<file path="config.mk">
export PLATFORM = sky130hd
export DESIGN_NAME = mem_arbiter
export DESIGN_NICKNAME = d
export VERILOG_FILES = /design/src/rtl/mem_arb_pkg.sv /design/src/rtl/mem_arb_pick.sv /design/src/rtl/mem_arbiter.sv
export SDC_FILE = /design/constraint.sdc
export NUM_CORES = 1
export LEC_CHECK = 0
export BUFFER_PORTS_ARGS = -buffer_cell sky130_fd_sc_hd__buf_2
export CORE_MARGIN = 2
export CORE_UTILIZATION = 47
export CTS_BUF_LIST = sky130_fd_sc_hd__clkbuf_4
export DETAILED_ROUTE_END_ITERATION = 10
export GPL_TIMING_DRIVEN = 0
export PLACE_DENSITY = 0.83
export SETUP_SLACK_MARGIN = 0.15
export SLEW_MARGIN = 10
export SYNTH_ARGS = -nofsm -noshare
export SYNTH_HDL_FRONTEND = slang
export SYNTH_SLANG_ARGS = --single-unit
</file>
<file path="constraint.sdc">
create_clock -name clk -period 1.7 [get_ports clk]
set_input_delay 0.085 -clock clk [delete_from_list [all_inputs] [get_ports clk]]
set_output_delay 0.085 -clock clk [all_outputs]
set_load 0.005 [all_outputs]
</file>
<file path="src/rtl/mem_arb_pkg.sv">
// Shared types and constants for the two-port memory arbiter.
// Optional feature macro: MEM_ARB_RR_EN (round-robin arbitration).
package mem_arb_pkg;

  localparam int ARB_ADDR_W = 16;
  localparam int ARB_DATA_W = 8;

  localparam logic PORT_CPU = 1'b0;
  localparam logic PORT_LDR = 1'b1;

  typedef enum logic [1:0] {
    IDLE = 2'd0,
    ACC  = 2'd1,
    DONE = 2'd2
  } arb_state_e;

endpackage

</file>
<file path="src/rtl/mem_arb_pick.sv">
// Winner selection between the CPU and loader ports.
// With MEM_ARB_RR_EN defined a preference pointer alternates the winner
// under contention; otherwise the CPU port has fixed priority.
module mem_arb_pick
  import mem_arb_pkg::*;
(
  input  logic clk,
  input  logic rst_n,
  input  logic req0,
  input  logic req1,
  input  logic take,
  output logic grant_valid,
  output logic grant_id
);

  assign grant_valid = req0 | req1;

`ifdef MEM_ARB_RR_EN
  logic ptr_q, ptr_d;

  // Contention goes to the pointed-at port; a lone requester always wins.
  always_comb begin
    grant_id = PORT_CPU;
    if (req0 && req1) grant_id = ptr_q;
    else if (req1)    grant_id = PORT_LDR;
    ptr_d = take ? ~grant_id : ptr_q;
  end

  // Pointer moves to the losing port whenever a grant is consumed.
  always_ff @(posedge clk or negedge rst_n) begin
    if (!rst_n) ptr_q <= PORT_CPU;
    else        ptr_q <= ptr_d;
  end
`else
  // CPU wins whenever it asks; loader only when the CPU is quiet.
  always_comb begin
    grant_id = (!req0 && req1) ? PORT_LDR : PORT_CPU;
  end

  logic unused_pick;
  assign unused_pick = ^{clk, rst_n, take};
`endif

endmodule

</file>
<file path="src/rtl/mem_arbiter.sv">
// Two-port arbiter in front of the single-port system memory.
// IDLE/DONE arbitrate and latch the winner's request, ACC drives the
// memory for one cycle, DONE pulses the winner's ack.
// Optional feature macro: MEM_ARB_RR_EN (round-robin instead of fixed priority).
module mem_arbiter
  import mem_arb_pkg::*;
#(
  parameter int ADDR_W = ARB_ADDR_W,
  parameter int DATA_W = ARB_DATA_W
) (
  input  logic              clk,
  input  logic              rst_n,
  input  logic              req0,
  input  logic              we0,
  input  logic [ADDR_W-1:0] addr0,
  input  logic [DATA_W-1:0] wdata0,
  input  logic              req1,
  input  logic              we1,
  input  logic [ADDR_W-1:0] addr1,
  input  logic [DATA_W-1:0] wdata1,
  output logic              ack0,
  output logic [DATA_W-1:0] rdata0,
  output logic              ack1,
  output logic [DATA_W-1:0] rdata1,
  output logic [ADDR_W-1:0] mem_addr,
  output logic [DATA_W-1:0] mem_din,
  output logic              mem_we,
  input  logic [DATA_W-1:0] mem_dout,
  output logic              busy
);

  arb_state_e        state_q, state_d;
  logic              acc_id_q, acc_id_d;
  logic              acc_we_q, acc_we_d;
  logic [ADDR_W-1:0] acc_addr_q, acc_addr_d;
  logic [DATA_W-1:0] acc_wdata_q, acc_wdata_d;
  logic              mem_we_q, mem_we_d;
  logic              busy_q, busy_d;
  logic              ack0_q, ack0_d;
  logic              ack1_q, ack1_d;
  logic [DATA_W-1:0] rdata0_q, rdata0_d;
  logic [DATA_W-1:0] rdata1_q, rdata1_d;

  logic grant_valid, grant_id, take;

  mem_arb_pick u_pick (
    .clk        (clk),
    .rst_n      (rst_n),
    .req0       (req0),
    .req1       (req1),
    .take       (take),
    .grant_valid(grant_valid),
    .grant_id   (grant_id)
  );

  // Next state: arbitrate out of IDLE/DONE, complete the access out of ACC.
  // The access registers double as mem_addr/mem_din so they hold between
  // accesses; mem_we/busy/ack are registered so no req->ack comb path exists.
  always_comb begin
    state_d     = state_q;
    acc_id_d    = acc_id_q;
    acc_we_d    = acc_we_q;
    acc_addr_d  = acc_addr_q;
    acc_wdata_d = acc_wdata_q;
    rdata0_d    = rdata0_q;
    rdata1_d    = rdata1_q;
    mem_we_d    = 1'b0;
    busy_d      = 1'b0;
    ack0_d      = 1'b0;
    ack1_d      = 1'b0;
    take        = 1'b0;
    case (state_q)
      IDLE, DONE: begin
        if (grant_valid) begin
          take        = 1'b1;
          state_d     = ACC;
          acc_id_d    = grant_id;
          acc_we_d    = (grant_id == PORT_LDR) ? we1    : we0;
          acc_addr_d  = (grant_id == PORT_LDR) ? addr1  : addr0;
          acc_wdata_d = (grant_id == PORT_LDR) ? wdata1 : wdata0;
          mem_we_d    = (grant_id == PORT_LDR) ? we1    : we0;
          busy_d      = 1'b1;
        end else begin
          state_d = IDLE;
        end
      end
      ACC: begin
        state_d = DONE;
        if (acc_id_q == PORT_LDR) begin
          ack1_d = 1'b1;
          if (!acc_we_q) rdata1_d = mem_dout;
        end else begin
          ack0_d = 1'b1;
          if (!acc_we_q) rdata0_d = mem_dout;
        end
      end
      default: state_d = IDLE;
    endcase
  end

  // State and registered outputs; async reset aborts any access in flight.
  always_ff @(posedge clk or negedge rst_n) begin
    if (!rst_n) begin
      state_q     <= IDLE;
      acc_id_q    <= PORT_CPU;
      acc_we_q    <= 1'b0;
      acc_addr_q  <= '0;
      acc_wdata_q <= '0;
      mem_we_q    <= 1'b0;
      busy_q      <= 1'b0;
      ack0_q      <= 1'b0;
      ack1_q      <= 1'b0;
      rdata0_q    <= '0;
      rdata1_q    <= '0;
    end else begin
      state_q     <= state_d;
      acc_id_q    <= acc_id_d;
      acc_we_q    <= acc_we_d;
      acc_addr_q  <= acc_addr_d;
      acc_wdata_q <= acc_wdata_d;
      mem_we_q    <= mem_we_d;
      busy_q      <= busy_d;
      ack0_q      <= ack0_d;
      ack1_q      <= ack1_d;
      rdata0_q    <= rdata0_d;
      rdata1_q    <= rdata1_d;
    end
  end

  assign mem_addr = acc_addr_q;
  assign mem_din  = acc_wdata_q;
  assign mem_we   = mem_we_q;
  assign busy     = busy_q;
  assign ack0     = ack0_q;
  assign ack1     = ack1_q;
  assign rdata0   = rdata0_q;
  assign rdata1   = rdata1_q;

endmodule

</file>
==> summary.txt <==
Logic synthesis
  • Flops & latches, synth: 47
  • Synthesized netlist cell count: between 150 and 200
  • Proportion of synthesized chip area in sequential cells: 57.1%
  • Netlist area before placement: ~2100 um2
  • Warnings from Yosys: 0
  • Average cell area after synthesis: 10.8 um2
  • Number of library cell types mapped by synthesis: 17
  • Net Count, Synth: around 250

Run status
  • Result of the run: completed

Global routing
  • Maximum number of pins on one net before global-route repair: 48
  • Wire length of the first global-routing pass: about 9.0 mm
  • Initial antenna violation count: 0
  • GR Util All Layers: 23.7%
  • Via count of the first global-routing pass: between 1500 and 2000
  • Overflow after GRT: 0

Pwr
  • Sw frac: ~28%
  • Switch Pwr: approximately 0.96 mW
  • Max rail drop VDD: around 0.60 mV
  • Total power per unit cell area: approximately 1100 nW/um2
  • Power after layout: between 3 and 4 mW
  • Combinational group share of total power: approximately 30%
  • Leakage power total: between 1.5 and 2 nW
  • Internal power consumption: 2.51 mW
  • Sequential fraction of design power: a little under half
  • Clock share of power: between 20% and 30%

Flow run
  • Max cap viols: 0

Min path
  • Worst hold path class: input port to flip-flop

Critical path
  • Required time worst endpoint: approximately 1.9 ns
  • Slowest stage cell, crit path: sky130_fd_sc_hd__dfrtp_2
  • Worst setup SP type: flip-flop
  • Worst path arrival time: approximately 1.7 ns
  • CP bufs+invs: 2
  • Kind of cell with the highest combined delay on the critical path: buffers and inverters
  • Peak fanout along the critical path: 10
  • Sequence of cells on the critical path: nor2b_1, clkbuf_1, buf_2, a222oi_1
  • Largest stage delay, worst path: 0.47 ns
  • Classification of the worst setup path: flip-flop to flip-flop
  • Crit end category: flip-flop

Place
  • Port Buffers: ~110
  • Final weighted congestion in routability-driven placement: approximately 0.77
  • Final HPWL DP: 3.55 mm

Finish
  • Commonest non-fill, non-tap cell in the layout: sky130_fd_sc_hd__buf_2
  • Synth-to-layout area growth: 53.7%
  • Total Nets Final: 403
  • Top library cells by usage in the layout, fill and taps aside: sky130_fd_sc_hd__buf_2 (112), sky130_fd_sc_hd__inv_1 (52), sky130_fd_sc_hd__dfrtp_1 (46)
  • Share of layout cells above drive strength 1: between 40% and 50%
  • Number of diodes: 0

STA
  • Max frequency: slightly below 700 MHz
  • Final Max Tran Viols: 0
  • Unrepaired setup endpoints after global routing: no
  • Endpoints failing hold: 0
  • Post-route minimum period: 1.44 ns
  • Worst Hold Margin: ~0.019 ns
  • Slew HR: approximately a third
  • Period Utilization, post-route: a little over four fifths
  • Final setup skew: approximately 0.015 ns
  • Final Setup Violations: 0
  • Accumulated negative setup slack: 0 ns
  • Pin slew with the least headroom to its limit: just over 1 ns

Clocking
  • CTS tree: done
  • Reg clk slew, reported paths: ~0.14 ns
  • Clock Sinks: between 40 and 50
  • Max H-tree Level: 2
  • Number of buffers inserted during clock tree synthesis: 5
  • Maximum root-to-sink buffer count: 2
  • Clock tree root driver cell: sky130_fd_sc_hd__clkbuf_4
  • Clock Latency Late Sink: 0.36 ns

Floorplanning
  • Vertical extent of the die: between 70 and 80 um
  • Site Rows: 24
  • DIE WIDTH: around 70 um
  • Placeable core region: 4290 um2
  • Starting density of the core: approximately 48%
  • DIE AREA: roughly 4900 um2
  • Io pins: about 110

Drt
  • Final wirelength: between 5 and 6 mm
  • Total number of vias: between 2000 and 2500
  • DRC marker count from the first detailed-route iteration: approximately 180
  • Post-DRT Antenna Nets: 0
  • DR DRC count: 0
  • Detailed-router iteration count before antenna repair: 5
  • Average wire per standard cell: roughly 15 um
  • Number of vias per cell after detailed routing: just over 5
worst register-to-register path: cells and delay by family, from the launching register on:
kind                   cells  cell delay, ns
AOI/OAI and AO/OA          1            0.11
DFF                        1            0.47
buffers and inverters      2            0.61
and+or+nand+nor            1            0.12
path summary, 6_finish.rpt:
check                      slack (ns)                  endpoint  cells after the start                  start
max in group asynchronous        0.59      state_q[0]$_DFF_PN0_                      2                  rst_n
min in group asynchronous        0.43    mem_din[3]$_DFFE_PN0P_                      2                  rst_n
max                              0.26   mem_addr[8]$_DFFE_PN0P_                      4   state_q[0]$_DFF_PN0_
min                              0.02  mem_addr[13]$_DFFE_PN0P_                      3              addr1[13]
max reg2reg                      0.26   mem_addr[8]$_DFFE_PN0P_                      4   state_q[0]$_DFF_PN0_
min reg2reg                      0.52     rdata0[3]$_DFFE_PN0P_                      1  rdata0[3]$_DFFE_PN0P_
per-layer routing:
metal / part of all wire, % / routed length [um] / track usage, %
met5: 0 / 0 / 0
met4: 1.8 / 105 / 6.84
met3: 6.6 / 379 / 4.91
met2: 52 / 3010 / 42.9
met1: 39 / 2250 / 28.4
cell usage after synthesis (all sizes together):
cell type / number / share of area (%)
a21oi: 2 / 0.49
a222oi: 25 / 12
and2: 2 / 0.61
and2b: 1 / 0.43
and4bb: 1 / 0.61
buf: 10 / 2.4
clkbuf: 2 / 0.36
dfrtp: 47 / 57
inv: 52 / 9.5
mux2: 16 / 8.8
nand2: 1 / 0.18
nand2b: 1 / 0.30
nand3b: 1 / 0.36
nor2: 25 / 4.6
nor2b: 2 / 0.61
nor4b: 1 / 1.2
o21bai: 1 / 0.36
kinds of logic after synthesis:
logic type             synth area share, %
flip-flops                            57.1
buffers and inverters                 12.3
multiplexers                          8.75
AO/OA/AOI/OAI                         13.0
AND/OR/NAND/NOR                       8.81
power groups by stage:
| stage | Clock [mW] | Sequential (mW) | Combinational, mW |
|---|---|---|---|
| finish | 0.819 | 1.60 | 1.05 |
| global route | 0.885 | 1.64 | 1.15 |
| detailed placement | 0 | 1.62 | 0.962 |
| floorplan | 0 | 1.65 | 0.431 |
| CTS | 0.842 | 1.60 | 1.03 |
| global placement | 0 | 1.60 | 0.930 |
metrics by stage:
stage	area, um2	instances	utilization [%]	setup slack (ns)
after floorplan	2060	190	-	0.339
final	3160	394	73.7	0.257
after detailed placement	2650	347	61.7	0.129
after CTS	3150	394	73.3	0.191
after global routing	3160	394	73.7	0.184
after global placement	2650	347	61.7	0.185
layout make-up:
class	instances	area, um2
flip-flops and latches	47	1180
multi-input cells	79	641
plain buffers	12	66.3
clock inverters	2	60.1
fillers	307	1130
repair buffers	144	913
clock buffers	6	45.0
inverters	52	195
well taps	52	65.1
sequential cells by signal, summed over array words and instances (netlist names):
name,cells
mem_addr,16
mem_din,8
rdata0,8
rdata1,8
state_q,2
acc_id_q,1
acc_we_q,1
ack0,1
ack1,1
mem_we,1
what timing repair did:
action	in CTS	in global routing
pin swaps	1	2
cloned	0	0
setup buffers	1	0
hold buffers	38	0
endpoints found under the hold margin	90	0
endpoints found under the setup margin	13	16
resized for setup	1	7
No activity file was read; power rests on OpenSTA's default activity.
